### config.mk
export PLATFORM = sky130hd
export DESIGN_NAME = seq_divider
export DESIGN_NICKNAME = d
export VERILOG_FILES = /design/src/rtl/seq_divider.sv
export SDC_FILE = /design/constraint.sdc
export NUM_CORES = 1
export LEC_CHECK = 0
export ABC_AREA = 0
export CORE_MARGIN = 3
export CORE_UTILIZATION = 50
export CTS_CLUSTER_DIAMETER = 40
export DETAILED_ROUTE_END_ITERATION = 12
export HOLD_SLACK_MARGIN = 0.12
export PLACE_DENSITY = 0.88
export SETUP_SLACK_MARGIN = 0.1
export SYNTH_ARGS = -nofsm -noshare
export SYNTH_HDL_FRONTEND = slang
export SYNTH_SLANG_ARGS = --single-unit
### constraint.sdc
create_clock -name clk -period 5.4 [get_ports clk]
set_input_delay 1.08 -clock clk [delete_from_list [all_inputs] [get_ports clk]]
set_output_delay 1.08 -clock clk [all_outputs]
set_load 0.005 [all_outputs]
### src/rtl/seq_divider.sv
// Sequential restoring divider: one quotient bit per CALC cycle.
// DIV_SIGNED_EN selects two's-complement operands (truncating toward zero).
module seq_divider #(
  parameter int WIDTH = 32
) (
  input  logic             clk,
  input  logic             rst,
  input  logic             start,
  input  logic [WIDTH-1:0] dividend,
  input  logic [WIDTH-1:0] divisor,
  output logic             busy,
  output logic             out_valid,
  output logic [WIDTH-1:0] quotient,
  output logic [WIDTH-1:0] remainder,
  output logic             div_by_zero
);

  localparam int CW = $clog2(WIDTH + 1);

  typedef enum logic [1:0] {
    IDLE,
    CALC,
    DONE
  } state_e;

  state_e           state_q, state_d;
  logic [CW-1:0]    cnt_q, cnt_d;
  logic [WIDTH-1:0] rem_q, rem_d;
  logic [WIDTH-1:0] acc_q, acc_d;
  logic [WIDTH-1:0] dvs_q, dvs_d;
  logic [WIDTH-1:0] quo_q, quo_d;
  logic [WIDTH-1:0] rmd_q, rmd_d;
  logic             dbz_q, dbz_d;

  logic [WIDTH:0]   add_a, add_b;
  logic [WIDTH+1:0] add_s;
  logic             no_borrow;
  logic [WIDTH-1:0] step_rem, step_quo;
  logic [WIDTH-1:0] fin_quo, fin_rem;
  logic [WIDTH-1:0] zero_quo;
  logic [WIDTH-1:0] ld_dvd, ld_dvs;

  // Trial subtract: a + ~b + 1, carry-out set means no borrow
  assign add_a     = {rem_q, acc_q[WIDTH-1]};
  assign add_b     = {1'b0, dvs_q};
  assign add_s     = {1'b0, add_a} + {1'b0, ~add_b}
                   + {{(WIDTH+1){1'b0}}, 1'b1};
  assign no_borrow = add_s[WIDTH+1];
  assign step_rem  = no_borrow ? add_s[WIDTH-1:0]
                               : add_a[WIDTH-1:0];
  assign step_quo  = {acc_q[WIDTH-2:0], no_borrow};

`ifdef DIV_SIGNED_EN
  logic negq_q, negq_d;
  logic negr_q, negr_d;

  assign ld_dvd   = dividend[WIDTH-1] ? -dividend : dividend;
  assign ld_dvs   = divisor[WIDTH-1]  ? -divisor  : divisor;
  assign fin_quo  = negq_q ? -step_quo : step_quo;
  assign fin_rem  = negr_q ? -step_rem : step_rem;
  assign zero_quo = dividend[WIDTH-1]
                  ? {1'b1, {(WIDTH-1){1'b0}}}
                  : {1'b0, {(WIDTH-1){1'b1}}};

  always_comb begin
    negq_d = negq_q;
    negr_d = negr_q;
    if (state_q == IDLE && start) begin
      negq_d = dividend[WIDTH-1] ^ divisor[WIDTH-1];
      negr_d = dividend[WIDTH-1];
    end
  end

  always_ff @(posedge clk or posedge rst) begin
    if (rst) begin
      negq_q <= 1'b0;
      negr_q <= 1'b0;
    end else begin
      negq_q <= negq_d;
      negr_q <= negr_d;
    end
  end
`else
  assign ld_dvd   = dividend;
  assign ld_dvs   = divisor;
  assign fin_quo  = step_quo;
  assign fin_rem  = step_rem;
  assign zero_quo = '1;
`endif

  always_comb begin
    state_d = state_q;
    cnt_d   = cnt_q;
    rem_d   = rem_q;
    acc_d   = acc_q;
    dvs_d   = dvs_q;
    quo_d   = quo_q;
    rmd_d   = rmd_q;
    dbz_d   = dbz_q;
    unique case (state_q)
      IDLE: begin
        if (start) begin
          if (divisor == '0) begin
            state_d = DONE;
            quo_d   = zero_quo;
            rmd_d   = dividend;
            dbz_d   = 1'b1;
          end else begin
            state_d = CALC;
            cnt_d   = '0;
            rem_d   = '0;
            acc_d   = ld_dvd;
            dvs_d   = ld_dvs;
          end
        end
      end
      CALC: begin
        rem_d = step_rem;
        acc_d = step_quo;
        cnt_d = cnt_q + CW'(1);
        // Last iteration loads the results directly
        if (cnt_q == CW'(WIDTH - 1)) begin
          state_d = DONE;
          cnt_d   = '0;
          quo_d   = fin_quo;
          rmd_d   = fin_rem;
          dbz_d   = 1'b0;
        end
      end
      DONE:    state_d = IDLE;
      default: state_d = IDLE;
    endcase
  end

  always_ff @(posedge clk or posedge rst) begin
    if (rst) begin
      state_q <= IDLE;
      cnt_q   <= '0;
      rem_q   <= '0;
      acc_q   <= '0;
      dvs_q   <= '0;
      quo_q   <= '0;
      rmd_q   <= '0;
      dbz_q   <= 1'b0;
    end else begin
      state_q <= state_d;
      cnt_q   <= cnt_d;
      rem_q   <= rem_d;
      acc_q   <= acc_d;
      dvs_q   <= dvs_d;
      quo_q   <= quo_d;
      rmd_q   <= rmd_d;
      dbz_q   <= dbz_d;
    end
  end

  assign busy        = (state_q != IDLE);
  assign out_valid   = (state_q == DONE);
  assign quotient    = quo_q;
  assign remainder   = rmd_q;
  assign div_by_zero = dbz_q;

endmodule

==> reports/qor.txt <==
Status: completed
Area post-placement: 10600 µm²
Asr flop ratio synth: 100%
Mapped Cells: 995
Share of layout cells above drive strength 1: 8.31%
Power Dens Cells: 694 nW/µm²
Final worst slack: 1.44 ns
Largest net degree at the start of global routing: 135
Critical path class: in -> reg
Number of nets in the layout: 1208
Starting Density: 51.7%
Chip Width: 140 µm
Post-DR vias/cell: 5.97
P&R area growth vs syn: 23.9%
Die H: 140 µm
Placement Setup Slack: 0.928 ns
Number of flops mapped to enable cells by yosys: 0
Min Tclk post-route: 3.96 ns
Commonest register cell after synthesis: dfrtp_1
Remaining DRCs: 0
Die area: 19700 µm²
Min-Delay Path Class: reg -> reg
Clock skew: 0.0102 ns
Fmax: 253 MHz
Fillcell total: 1346
Worst slew margin: 24.1%
Commonest non-fill, non-tap cell in the layout: nand2_1
Final setup violation count: 0
Worst skew pair latency: 0.43 ns
Hold path depth: 2
H-tree Lvls: 4
Post-route cell area: 11200 µm²
Num ports: 134
Worst Path Required: 5.72 ns
Root buf cell: clkbuf_16
Max-cap violations: 0
Crit. Startpoint: divisor[0]
Sum of negative setup slack: 0 ns
Site Rows: 48
Final Hold Viols: 0
Yosys warns: 0
Reg clk slew, reported paths: 0.06 ns
Slew @ Worst Pin: 1.13 ns
Quantity of I/O buffers inserted on ports: 133
Initial antenna violation count: 0
Post-CTS Setup Bufs: 0
Fin. max-slew vios: 0
Cts bufs inserted: 17
Power, Total: 7.77 mW
Worst VDD drop: 0.000387 V
Reg-to-Reg Start: rem_q[22]
Register Area: 4230 µm²
Unrepaired setup endpoints after global routing: false
Hold buffer count at CTS: 0
CTS tree: yes
Clock tree buffer depth: 2
Syn_nets: 1096
Worst r2r dst: remainder[6]
Total grt overflow: 0
Fin Hold WS: 0.466 ns
Leakage power: 5.14 nW
Synth cell types: 70
Stages on the worst setup path: 9
Routed WL: 23700 µm
Post-cts sizing count: 0
Mapped Area: 9030 µm²
CP Max Fanout: 46
DRT Pass-1 Iters: 9
Worst Reg2Reg Path Length in Cells: 8
Gr usage total: 24.2%
Synthesized area per cell: 9.08 µm²
Clock sink total: 169
R2r setup slk: 1.56 ns
Global-route wire length before repair: 38700 µm
Core area: 17500 µm²
Data arrival, critical path: 4.28 ns
FF+latch count, synth: 169
Crit path cell chain: clkdlybuf4s50_1, nor4_1, nand4_1, nor3_1, o21ai_4, inv_2, buf_4, nand2_1, o22a_1
N_diodes: 0
Routability cong.: 0.914
Crit. End Element: flop
CP max stage delay: 0.52 ns
CP top delay family: buffers and inverters
Post-route ant nets: 0
Crit-path slowest cell: nor3_1
WL/cell: 17.7 µm
Type of origin of the critical path: input pin
Sequential share of the synthesized area: 46.8%
Most frequent cells in the layout: nand2_1, dfrtp_1, clkdlybuf4s50_1, nor2_1, o21ai_0
Crit share post-route: 73.3%
Multi-input gate area: 4430 µm²
DR vias: 8020
Initial DRC count: 867
Hpwl dp: 17500 µm
Setup crit end: remainder[19]
CP Buf/Inv Count: 3
Vias in the first global route: 7625
-- cells in the mapped netlist (13+ instances only) --
| cell type | instances | area share (%) |
|---|---|---|
| nand2_1 | 209 | 8.7 |
| dfrtp_1 | 169 | 47 |
| nor2_1 | 70 | 2.9 |
| o21ai_0 | 70 | 3.9 |
| inv_1 | 55 | 2.3 |
| a31oi_1 | 43 | 3.0 |
| a21oi_1 | 42 | 2.3 |
| clkbuf_1 | 42 | 1.7 |
| ha_1 | 33 | 4.6 |
| mux2_2 | 33 | 4.1 |
| a21o_1 | 18 | 1.5 |
| nand3_1 | 16 | 0.89 |
| xor2_1 | 16 | 1.6 |
| a222oi_1 | 13 | 1.4 |
-- power by group --
| part | internal [mW] | switching [mW] |
|---|---|---|
| combinational | 1.79 | 2.36 |
| sequential | 1.88 | 0.439 |
| clock | 0.806 | 0.483 |
-- state kept, by name (all words and copies together), names as in the netlist --
| register | cells |
|---|---|
| remainder | 32 |
| rem_q | 32 |
| acc_q | 32 |
| cnt_q | 6 |
| state_q | 2 |
| dvs_q | 32 |
| div_by_zero | 1 |
| quotient | 32 |
-- cell families (layout without fill, tap and decap cells) --
| kind of cell | after synthesis | count (layout) | share of synthesized area (%) |
|---|---|---|---|
| xor gates and xnor gates | 22 | 22 | 2.13 |
| DFF | 169 | 169 | 46.8 |
| adders and majority gates | 34 | 34 | 4.79 |
| buffers and inverters | 105 | 229 | 4.50 |
| muxes | 38 | 38 | 4.67 |
| and+or+nand+nor | 355 | 355 | 16.7 |
| AOI/OAI and AO/OA | 272 | 272 | 20.3 |
-- how the worst min path moves through the flow --
stage / startpoint / to
floorplan: cnt_q[5] / cnt_q[5]
global placement: quotient[30] / quotient[30]
detailed placement: quotient[30] / quotient[30]
CTS: quotient[4] / quotient[4]
global route: quotient[15] / quotient[15]
finish: quotient[24] / quotient[24]
-- area by class of cell --
cell class                 count  area share (%)
inverter                      55            1.88
sequential                   169            37.8
clock inverter                 8            1.27
tap                          225            2.52
multi-input combinational    721            39.6
timing repair buffer         143            12.7
clock buffer                  23            4.27
-- stage by stage --
stage	util (%)	instances
after floorplan	-	995
after global placement	60.5	1313
after detailed placement	60.5	1313
after CTS	64.0	1344
after global routing	64.0	1344
final	64.0	1344
-- worst register-to-register path: cells and delay by family, from the launching register on --
kind | cells | cell delay, ns
and+or+nand+nor | 3 | 1.18
adders and majority gates | 1 | 0.47
AOI/OAI and AO/OA | 4 | 1.70
DFF | 1 | 0.42
-- metal layers --
metal / routed length, µm / GRT usage (%) / vias to the layer above
met3: 1920 / 4.92 / 34
li1: - / - / 3761
met2: 11200 / 38.5 / 357
met1: 10200 / 33.7 / 3868
met4: 397 / 7.24 / 0
met5: 0 / 0 / -
(Power assumes the default switching activity.)
